--- src/rtl/frame_sequencer_if.sv ---
// Bundle of the pixel stream, pipeline control and host record signals
// seen by the frame sequencer. The master side is the sequencer and the
// slave side is the surrounding source, pipeline and host.
interface frame_sequencer_if #(
  parameter int LOC_W = 32,
  parameter int LBL_W = 8,
  parameter int PIX_W = 24
) ();

  // frame control and pixel stream from the source
  logic             start;
  logic             pix_valid;
  logic             pix_ready;
  logic [PIX_W-1:0] pix_data;

  // pipeline drive and object readout
  logic             en;
  logic [LOC_W-1:0] x;
  logic [LOC_W-1:0] y;
  logic [PIX_W-1:0] data;
  logic [LBL_W-1:0] num_labels;
  logic [LBL_W-1:0] obj_id;
  logic [LOC_W-1:0] obj_area;
  logic [LOC_W-1:0] obj_x;
  logic [LOC_W-1:0] obj_y;

  // record channel to the host
  logic             rec_valid;
  logic             rec_ready;
  logic [LBL_W-1:0] rec_id;
  logic [LOC_W-1:0] rec_area;
  logic [LOC_W-1:0] rec_x;
  logic [LOC_W-1:0] rec_y;

  // status
  logic             busy;
  logic             frame_done;

  modport master (
    input  start, pix_valid, pix_data,
    input  num_labels, obj_area, obj_x, obj_y,
    input  rec_ready,
    output pix_ready, en, x, y, data, obj_id,
    output rec_valid, rec_id, rec_area, rec_x, rec_y,
    output busy, frame_done
  );

  modport slave (
    output start, pix_valid, pix_data,
    output num_labels, obj_area, obj_x, obj_y,
    output rec_ready,
    input  pix_ready, en, x, y, data, obj_id,
    input  rec_valid, rec_id, rec_area, rec_x, rec_y,
    input  busy, frame_done
  );

endinterface

--- src/rtl/frame_sequencer.sv ---
// Frame-level controller for the detection pipeline. Streams one frame of
// pixels into the pipeline, flushes its latency with zero pixels, then
// walks every label and hands each object's statistics to the host as a
// registered record.
module frame_sequencer #(
  parameter int FRAME_WIDTH  = 640,
  parameter int FRAME_HEIGHT = 480,
  parameter int LOC_W        = 32,
  parameter int LBL_W        = 8,
  parameter int PIX_W        = 24,
  parameter int FLUSH_CYCLES = 1300,
  parameter int READ_LAT     = 2
) (
  input logic              clk,
  input logic              reset,
  frame_sequencer_if.master bus
);

  // one counter serves both the flush run and the readout wait
  localparam int CNT_MAX = (FLUSH_CYCLES > READ_LAT) ? FLUSH_CYCLES : READ_LAT;
  localparam int CNT_W   = $clog2(CNT_MAX + 1);

  localparam logic [LOC_W-1:0] X_LAST     = LOC_W'(FRAME_WIDTH - 1);
  localparam logic [LOC_W-1:0] Y_LAST     = LOC_W'(FRAME_HEIGHT - 1);
  localparam logic [CNT_W-1:0] FLUSH_LAST = CNT_W'(FLUSH_CYCLES - 1);
  localparam logic [CNT_W-1:0] WAIT_LAST  = CNT_W'(READ_LAT - 1);

  typedef enum logic [2:0] {
    S_IDLE,
    S_STREAM,
    S_FLUSH,
    S_WAIT,
    S_OUT,
    S_DONE
  } state_t;

  state_t           state_q, state_d;
  logic [LOC_W-1:0] x_q, x_d;
  logic [LOC_W-1:0] y_q, y_d;
  logic [CNT_W-1:0] cnt_q, cnt_d;
  logic [LBL_W-1:0] nl_q, nl_d;
  logic [LBL_W-1:0] obj_id_q, obj_id_d;
  logic [LBL_W-1:0] rec_id_q, rec_id_d;
  logic [LOC_W-1:0] rec_area_q, rec_area_d;
  logic [LOC_W-1:0] rec_x_q, rec_x_d;
  logic [LOC_W-1:0] rec_y_q, rec_y_d;

  logic             en;
  logic             pix_ready;
  logic [PIX_W-1:0] data;
  logic             rec_valid;
  logic             frame_done;

  // state register; reset aborts any frame or readout and drops the record
  always_ff @(posedge clk or posedge reset) begin
    if (reset) begin
      state_q    <= S_IDLE;
      x_q        <= '0;
      y_q        <= '0;
      cnt_q      <= '0;
      nl_q       <= '0;
      obj_id_q   <= '0;
      rec_id_q   <= '0;
      rec_area_q <= '0;
      rec_x_q    <= '0;
      rec_y_q    <= '0;
    end else begin
      state_q    <= state_d;
      x_q        <= x_d;
      y_q        <= y_d;
      cnt_q      <= cnt_d;
      nl_q       <= nl_d;
      obj_id_q   <= obj_id_d;
      rec_id_q   <= rec_id_d;
      rec_area_q <= rec_area_d;
      rec_x_q    <= rec_x_d;
      rec_y_q    <= rec_y_d;
    end
  end

  // next-state and strobe decode for stream, flush and object readout
  always_comb begin
    state_d    = state_q;
    x_d        = x_q;
    y_d        = y_q;
    cnt_d      = cnt_q;
    nl_d       = nl_q;
    obj_id_d   = obj_id_q;
    rec_id_d   = rec_id_q;
    rec_area_d = rec_area_q;
    rec_x_d    = rec_x_q;
    rec_y_d    = rec_y_q;
    en         = 1'b0;
    pix_ready  = 1'b0;
    data       = '0;
    rec_valid  = 1'b0;
    frame_done = 1'b0;

    case (state_q)
      S_IDLE: begin
        x_d = '0;
        y_d = '0;
        if (bus.start) begin
          state_d = S_STREAM;
        end
      end

      S_STREAM: begin
        pix_ready = 1'b1;
        en        = bus.pix_valid;
        data      = bus.pix_data;
        if (bus.pix_valid) begin
          if (x_q == X_LAST) begin
            if (y_q == Y_LAST) begin
              // last pixel: coordinates stay parked on the final pixel
              cnt_d   = '0;
              state_d = S_FLUSH;
            end else begin
              x_d = '0;
              y_d = y_q + LOC_W'(1);
            end
          end else begin
            x_d = x_q + LOC_W'(1);
          end
        end
      end

      S_FLUSH: begin
        en = 1'b1;
        if (cnt_q == FLUSH_LAST) begin
          // label count is frozen here for the rest of the frame
          nl_d  = bus.num_labels;
          cnt_d = '0;
          if (bus.num_labels == '0) begin
            state_d = S_DONE;
          end else begin
            obj_id_d = LBL_W'(1);
            state_d  = S_WAIT;
          end
        end else begin
          cnt_d = cnt_q + CNT_W'(1);
        end
      end

      S_WAIT: begin
        if (cnt_q == WAIT_LAST) begin
          rec_id_d   = obj_id_q;
          rec_area_d = bus.obj_area;
          rec_x_d    = bus.obj_x;
          rec_y_d    = bus.obj_y;
          cnt_d      = '0;
          state_d    = S_OUT;
        end else begin
          cnt_d = cnt_q + CNT_W'(1);
        end
      end

      S_OUT: begin
        rec_valid = 1'b1;
        if (bus.rec_ready) begin
          if (obj_id_q == nl_q) begin
            state_d = S_DONE;
          end else begin
            obj_id_d = obj_id_q + LBL_W'(1);
            cnt_d    = '0;
            state_d  = S_WAIT;
          end
        end
      end

      S_DONE: begin
        frame_done = 1'b1;
        obj_id_d   = '0;
        x_d        = '0;
        y_d        = '0;
        state_d    = S_IDLE;
      end

      default: begin
        state_d = S_IDLE;
      end
    endcase
  end

  assign bus.en         = en;
  assign bus.pix_ready  = pix_ready;
  assign bus.data       = data;
  assign bus.x          = x_q;
  assign bus.y          = y_q;
  assign bus.obj_id     = obj_id_q;
  assign bus.rec_valid  = rec_valid;
  assign bus.rec_id     = rec_id_q;
  assign bus.rec_area   = rec_area_q;
  assign bus.rec_x      = rec_x_q;
  assign bus.rec_y      = rec_y_q;
  assign bus.busy       = (state_q != S_IDLE);
  assign bus.frame_done = frame_done;

endmodule

--- src/flat_wrapper.sv ---
// flat-port wrapper written by rule: the top's interface ports become plain ports
module frame_sequencer_flat 
#(
  parameter int FRAME_WIDTH  = 640,
  parameter int FRAME_HEIGHT = 480,
  parameter int LOC_W        = 32,
  parameter int LBL_W        = 8,
  parameter int PIX_W        = 24,
  parameter int FLUSH_CYCLES = 1300,
  parameter int READ_LAT     = 2
)
  (clk, reset, bus_start, bus_pix_valid, bus_pix_data, bus_num_labels, bus_obj_area, bus_obj_x, bus_obj_y, bus_rec_ready, bus_pix_ready, bus_en, bus_x, bus_y, bus_data, bus_obj_id, bus_rec_valid, bus_rec_id, bus_rec_area, bus_rec_x, bus_rec_y, bus_busy, bus_frame_done);
  frame_sequencer_if #(.LOC_W(LOC_W), .LBL_W(LBL_W), .PIX_W(PIX_W)) bus_i ();
  input logic clk;
  input logic reset;
  input wire logic [$bits(bus_i.start)-1:0] bus_start;
  input wire logic [$bits(bus_i.pix_valid)-1:0] bus_pix_valid;
  input wire logic [$bits(bus_i.pix_data)-1:0] bus_pix_data;
  input wire logic [$bits(bus_i.num_labels)-1:0] bus_num_labels;
  input wire logic [$bits(bus_i.obj_area)-1:0] bus_obj_area;
  input wire logic [$bits(bus_i.obj_x)-1:0] bus_obj_x;
  input wire logic [$bits(bus_i.obj_y)-1:0] bus_obj_y;
  input wire logic [$bits(bus_i.rec_ready)-1:0] bus_rec_ready;
  output wire logic [$bits(bus_i.pix_ready)-1:0] bus_pix_ready;
  output wire logic [$bits(bus_i.en)-1:0] bus_en;
  output wire logic [$bits(bus_i.x)-1:0] bus_x;
  output wire logic [$bits(bus_i.y)-1:0] bus_y;
  output wire logic [$bits(bus_i.data)-1:0] bus_data;
  output wire logic [$bits(bus_i.obj_id)-1:0] bus_obj_id;
  output wire logic [$bits(bus_i.rec_valid)-1:0] bus_rec_valid;
  output wire logic [$bits(bus_i.rec_id)-1:0] bus_rec_id;
  output wire logic [$bits(bus_i.rec_area)-1:0] bus_rec_area;
  output wire logic [$bits(bus_i.rec_x)-1:0] bus_rec_x;
  output wire logic [$bits(bus_i.rec_y)-1:0] bus_rec_y;
  output wire logic [$bits(bus_i.busy)-1:0] bus_busy;
  output wire logic [$bits(bus_i.frame_done)-1:0] bus_frame_done;
  assign bus_i.start = bus_start;
  assign bus_i.pix_valid = bus_pix_valid;
  assign bus_i.pix_data = bus_pix_data;
  assign bus_i.num_labels = bus_num_labels;
  assign bus_i.obj_area = bus_obj_area;
  assign bus_i.obj_x = bus_obj_x;
  assign bus_i.obj_y = bus_obj_y;
  assign bus_i.rec_ready = bus_rec_ready;
  assign bus_pix_ready = bus_i.pix_ready;
  assign bus_en = bus_i.en;
  assign bus_x = bus_i.x;
  assign bus_y = bus_i.y;
  assign bus_data = bus_i.data;
  assign bus_obj_id = bus_i.obj_id;
  assign bus_rec_valid = bus_i.rec_valid;
  assign bus_rec_id = bus_i.rec_id;
  assign bus_rec_area = bus_i.rec_area;
  assign bus_rec_x = bus_i.rec_x;
  assign bus_rec_y = bus_i.rec_y;
  assign bus_busy = bus_i.busy;
  assign bus_frame_done = bus_i.frame_done;
  frame_sequencer #(.FRAME_WIDTH(FRAME_WIDTH), .FRAME_HEIGHT(FRAME_HEIGHT), .LOC_W(LOC_W), .LBL_W(LBL_W), .PIX_W(PIX_W), .FLUSH_CYCLES(FLUSH_CYCLES), .READ_LAT(READ_LAT)) u_core (.clk(clk), .reset(reset), .bus(bus_i));
endmodule
--- config.mk ---
export PLATFORM = sky130hd
export DESIGN_NAME = frame_sequencer_flat
export DESIGN_NICKNAME = d
export VERILOG_FILES = /design/src/rtl/frame_sequencer_if.sv /design/src/rtl/frame_sequencer.sv /design/src/flat_wrapper.sv
export SDC_FILE = /design/constraint.sdc
export NUM_CORES = 1
export LEC_CHECK = 0
export BUFFER_PORTS_ARGS = -buffer_cell sky130_fd_sc_hd__buf_2
export CAP_MARGIN = 10
export CORE_MARGIN = 10
export CORE_UTILIZATION = 54
export DETAILED_ROUTE_END_ITERATION = 6
export PLACE_DENSITY = 0.86
export SYNTH_ARGS = -nofsm -noshare
export SYNTH_HDL_FRONTEND = slang
export SYNTH_SLANG_ARGS = --single-unit
export TNS_END_PERCENT = 10
--- constraint.sdc ---
create_clock -name clk -period 19.84 [get_ports clk]
set_clock_uncertainty 0.15 [all_clocks]
set_input_delay 3.968 -clock clk [delete_from_list [all_inputs] [get_ports clk]]
set_output_delay 3.968 -clock clk [all_outputs]
set_load 0.03 [all_outputs]
Word level (Yosys, flattened, before mapping)
Cells that the tools add are included.
- register bits after elaboration: 198
- latch bits: 0
- memory bits (writable): 0
- bits in read-only memories: 0
- input bits: 133
- output and inout bits: 205
- memories kept: 0
- add/subtract/negate cells: 4
- $mul: 0
- divide/modulo/power cells: 0
- $lt $le $gt $ge: 0
- equal/unequal tests: 21
- shift-type cells: 0
- mux-type cells: 36
- bitwise gates (word level): 0
- reduce and logical (&&, ||, !) cells: 14
- operators with widths (kind ; number):
    32-bit 2-to-1 mux ; 6
    32-bit one-hot mux with 2 select lines ; 2
    11-bit 2-to-1 mux ; 7
    32-bit by 1-bit adder with 32-bit output, second input constant ; 2
    11-bit one-hot mux with 4 select lines ; 1
    32-bit by 10-bit == test with 1-bit output, second input constant ; 1
    32-bit by 9-bit == test with 1-bit output, second input constant ; 1
    8-bit 2-to-1 mux ; 4
    3-bit 2-to-1 mux ; 9
    24-bit 2-to-1 mux ; 1
    8-bit one-hot mux with 3 select lines ; 1
    3-bit one-hot mux with 5 select lines ; 1
    2-bit != test, second input constant ; 6
    11-bit by 1-bit adder with 11-bit output, second input constant ; 1
    11-bit by 1-bit == test with 1-bit output, second input constant ; 1
    11-bit == test, second input constant ; 1
    8-bit by 1-bit adder with 8-bit output, second input constant ; 1
    8-bit == test ; 1
    8-bit zero test ; 1
    2-bit by 1-bit != test with 1-bit output, second input constant ; 4
    7-bit AND reduction ; 1
    3-bit by 2-bit == test with 1-bit output, second input constant ; 2
    3-bit == test, second input constant ; 2
    6-bit AND reduction ; 1
    13 further kinds ; 17

Logic depth before layout (Yosys ltp)
- depth after elaboration: 5
- gate-level depth with buffers: 10
- mapped depth without buffers: 8

Least setup slack after synthesis
No wires, ideal clock.
- path kind: input to output
- start: input port bus_pix_valid
- end: output port bus_en
- arrival time: 4.524 ns
- required time: 15.722 ns
- path slack: 11.198 ns
- stages on the path: 2
- buffers on the path: 0
- cells stage by stage: nand3b_1 > a21oi_1
- word-level cells in the longest chain between the ends: 1
- RTL lines (what ; RTL line ; source):
    from (decl) ; flat_wrapper.sv:17 ; input wire logic [$bits(bus_i.pix_valid)-1:0] bus_pix_valid;
    1-bit one-hot mux with 2 select lines ; frame_sequencer.sv:99 ; case (state_q)
    to (decl) ; flat_wrapper.sv:25 ; output wire logic [$bits(bus_i.en)-1:0] bus_en;
No other way between the ends.

Worst setup path in the final report
Same ends and word-level chain as after synthesis.

==> out/qor.yml <==
outcome:
  run_status: "complete, no violations"
floorplanning:
  die_x_um: 152.9
  total_die_area_um2: 23360
  die-height_um: 152.9
  placement_rows: 48
  core_um2: 17300
  initial_utilization: 0.5510
  floorplan.io_pins: 338
clocking:
  clk_latency_ns: 0.44
  cts_num_sinks: 198
  cts_max_path_buffers: 2
  clk_pin_slew_worst_paths_ns: 0.08
  cts_max_level: 4
  tritoncts.num_buffers: 17
  cts_tree: "built"
  cts.root.buffer_cell: "clkbuf_16"
  cts_repair_resize_count: 0
  post_cts_hold_buffer_count: 0
  post_cts_setup_inserts: 0
power_and_ir_drop:
  p_int_mw: 0.9017
  power.switching_mw: 0.6959
  leakage_power_nw: 6.310
  comb_power_share: 0.426
  power-per-cell-area_nw_per_um2: 133.6
  totalPowerFinal_mw: 1.598
  seq_power_share: 0.362
  power.ir.vdd_worst_mv: 0.09708
  p_sw_frac: 0.4356
  clkPwrFrac: 0.212
synthesis:
  synth_area_leaders: "dfrtp_1 (52%), mux2_2 (13%), nand3_1 (2.3%)"
  syn-num-nets: 991
  syn_area_um2: 9530
  yosysTopAreaCell: "dfrtp_1"
  dominantRegCellSynth: "dfrtp_1"
  ys_ff_latch: 198
  synth_most_common_cell: "dfrtp_1"
  number_of_enable_type_register_cells_in_the_synthesized_netlist: 0
  seq_area_frac_synth: 0.5199
  netlist_top_cells_count: "dfrtp_1 (198), mux2_2 (113), nand2_1 (55)"
  synth_top_cell_area_share: 0.5199
  postSynth.asyncResetShare: 1.000
  synthesized_netlist_cell_count: 853
  post_synth_num_cell_types: 62
  syn-mean-instance-area_um2: 11.17
  synth-warning-count: 0
layout:
  post-route-util: 0.6912
  fill_cells: 1217
  layout-drive-gt1-share: 0.4307
  area_growth_pct: 25.44
  stdcell_area_um2: 11960
  ff_latch_area_um2: 4955
  fin_nets: 1310
  area_of_the_multi_input_gates_um2: 4340
detailed_routing:
  drt_wl_total_mm: 28.73
  drtPass1Iterations: 6
  drtIter0Drc: 567
  dr_total_vias: 8317
  detail-route-antenna-nets: 0
  via_per_inst: 5.894
  drc_viols: 0
  avgRoutedWirePerCell_um: 20.36
placement:
  place.gp.congestion: 0.8505
  placed_area_um2: 11380
  dp_slack_ns: 11.20
  place.detailed.hpwl_mm: 21.33
  count_of_buffers_from_port_buffering: 337
setup_path:
  critical_path.max_stage_delay_ns: 0.22
  crit_fanout: 5
  worstPathArrival_ns: 4.54
  regToRegEndpoint: "u_core.bus.x[1]$_DFFE_PP0P_"
  reg2regPathDepth: 6
  slowest_stage: "buf_2"
  critical_path_class: "in -> out"
  cpMostUsedCell: "buf_2"
  worst_r2r_startpoint: "u_core.bus.y[0]$_DFFE_PP0P_"
  setup.worst_path.end_class: "output pin"
  reg2reg_slack_ns: 16.32
  crit_path_cell_trace: "buf_2 > nand3b_1 > a21oi_1 > buf_2"
  timing.critical_path.required_ns: 15.72
  setup.worst_path.start_class: "input port"
global_route:
  grt_util_met2: 0.3965
  grt_antenna_before_repair: 2
  grt-ovfl-total: 0
  met3_use_gr: 0.07969
  top_usage_layer: "met2"
  grt_start_max_net_pins: 118
  total_grt_usage: 0.2379
  via_count_of_the_first_global_routing_pass: 8395
  met1_usage: 0.2795
  first_pass_grt_wire_length_mm: 45.82
sta:
  worst_slew_margin_rel: 0.2830
  setup_viol_count_final: 0
  finalCriticalPeriod_ns: 8.655
  fin_ws_ns: 11.19
  max_freq_mhz: 115.5
  hold_violations_final: 0
  drv_slew: 0
  min_period_over_period: 0.4362
  final.setup.tns_ns: 0
  worst-slew-pin-transition_ns: 1.066
  setup_repair_after_global_routing_missed_its_margin: "no"
min_path:
  whs_path_cells: 1
  hold-path-endpoint: "u_core.bus.rec_y[21]$_DFFE_PP0P_"
  hold_class: "reg -> reg"
  timing.hold.worst.start: "u_core.bus.rec_y[21]$_DFFE_PP0P_"
run:
  max_cap_viol_count: 0
==> metrics by stage <==
stage               hold WS [ns]  std cells
finish                    0.3542       1411
global route              0.3621       1411
CTS                       0.3562       1409
detailed placement        0.3394       1378
global placement          0.3331       1378
floorplan                 0.3177        853
==> how the worst max path moves through the flow <==
stage             startpoint  slack (ns)                                to  cells past startpoint
2_1_floorplan          reset       10.32  u_core.bus.obj_id[0]$_DFFE_PP0P_                      1
3_3_place_gp   bus_pix_valid       11.21                            bus_en                      4
3_5_place_dp   bus_pix_valid       11.20                            bus_en                      4
4_1_cts        bus_pix_valid       11.19                            bus_en                      4
5_1_grt        bus_pix_valid       11.13                            bus_en                      4
6_report       bus_pix_valid       11.19                            bus_en                      4
==> per-layer routing <==
metal,wire (um),share of wire
met1,10840,0.38
met2,14470,0.50
met3,2625,0.091
met4,791,0.028
met5,0,0
==> cell type report <==
| type | count | share of cell area |
|---|---|---|
| Sequential cell | 198 | 0.4144 |
| Timing Repair Buffer | 345 | 0.1461 |
| Clock buffer | 18 | 0.03673 |
| Inverter | 12 | 0.004396 |
| Antenna cell | 2 | 0.0004186 |
| Tap cell | 225 | 0.02355 |
| Clock inverter | 13 | 0.01130 |
| Multi-Input combinational cell | 598 | 0.3631 |
==> flip-flops by register name, indices dropped and copies added, names as in the netlist <==
name and count:
u_core.bus.rec_y 32, u_core.cnt_q 11, u_core.bus.obj_id 8, u_core.bus.rec_x 32
u_core.bus.y 32, u_core.bus.x 32, u_core.nl_q 8, u_core.state_q 3
u_core.bus.rec_id 8, u_core.bus.rec_area 32
==> logic make-up (layout without fill, tap and decap cells) <==
kind of cell               count (synthesis)  after routing  share of synthesized area
AOI/OAI and AO/OA                        137            137                    0.09505
xor gates and xnor gates                  25             25                    0.02297
adders and majority gates                  5              5                   0.006564
buffers and inverters                     57            388                    0.02717
DFF                                      198            198                     0.5199
muxes                                    124            124                     0.1451
other                                      0              2                          0
and+or+nand+nor                          307            307                     0.1833
==> power groups by stage <==
stage,clock network [mW],logic (mW),registers (mW)
after floorplan,0,0.295,0.754
after global placement,0,0.668,0.576
after detailed placement,0,0.686,0.584
after CTS,0.343,0.686,0.578
after global routing,0.360,0.729,0.595
final,0.338,0.681,0.579
==> worst max-delay path, delay by kind of cell <==
| kind | cells | cell delay [ns] |
|---|---|---|
| compound gates | 1 | 0.13 |
| buf+inv | 2 | 0.35 |
| simple gates | 1 | 0.08 |
==> cells in the final DEF (no fill, tap or decap), types with 8 or more instances in the layout <==
| cell type | n |
|---|---|
| and2_1 | 34 |
| nand3_1 | 44 |
| mux2i_1 | 11 |
| xnor2_1 | 12 |
| nor2_1 | 38 |
| nor4_1 | 22 |
| a21oi_1 | 31 |
| buf_4 | 8 |
| nand2_1 | 55 |
| mux2_2 | 113 |
| a21o_1 | 8 |
| inv_1 | 11 |
| dfrtp_1 | 198 |
| xor2_1 | 13 |
| o21ai_0 | 22 |
| nand4_1 | 20 |
| nor3_1 | 15 |
| and3_1 | 28 |
| clkbuf_16 | 17 |
| buf_2 | 337 |
| a31oi_1 | 30 |
No activity file was read; power rests on OpenSTA's default activity.
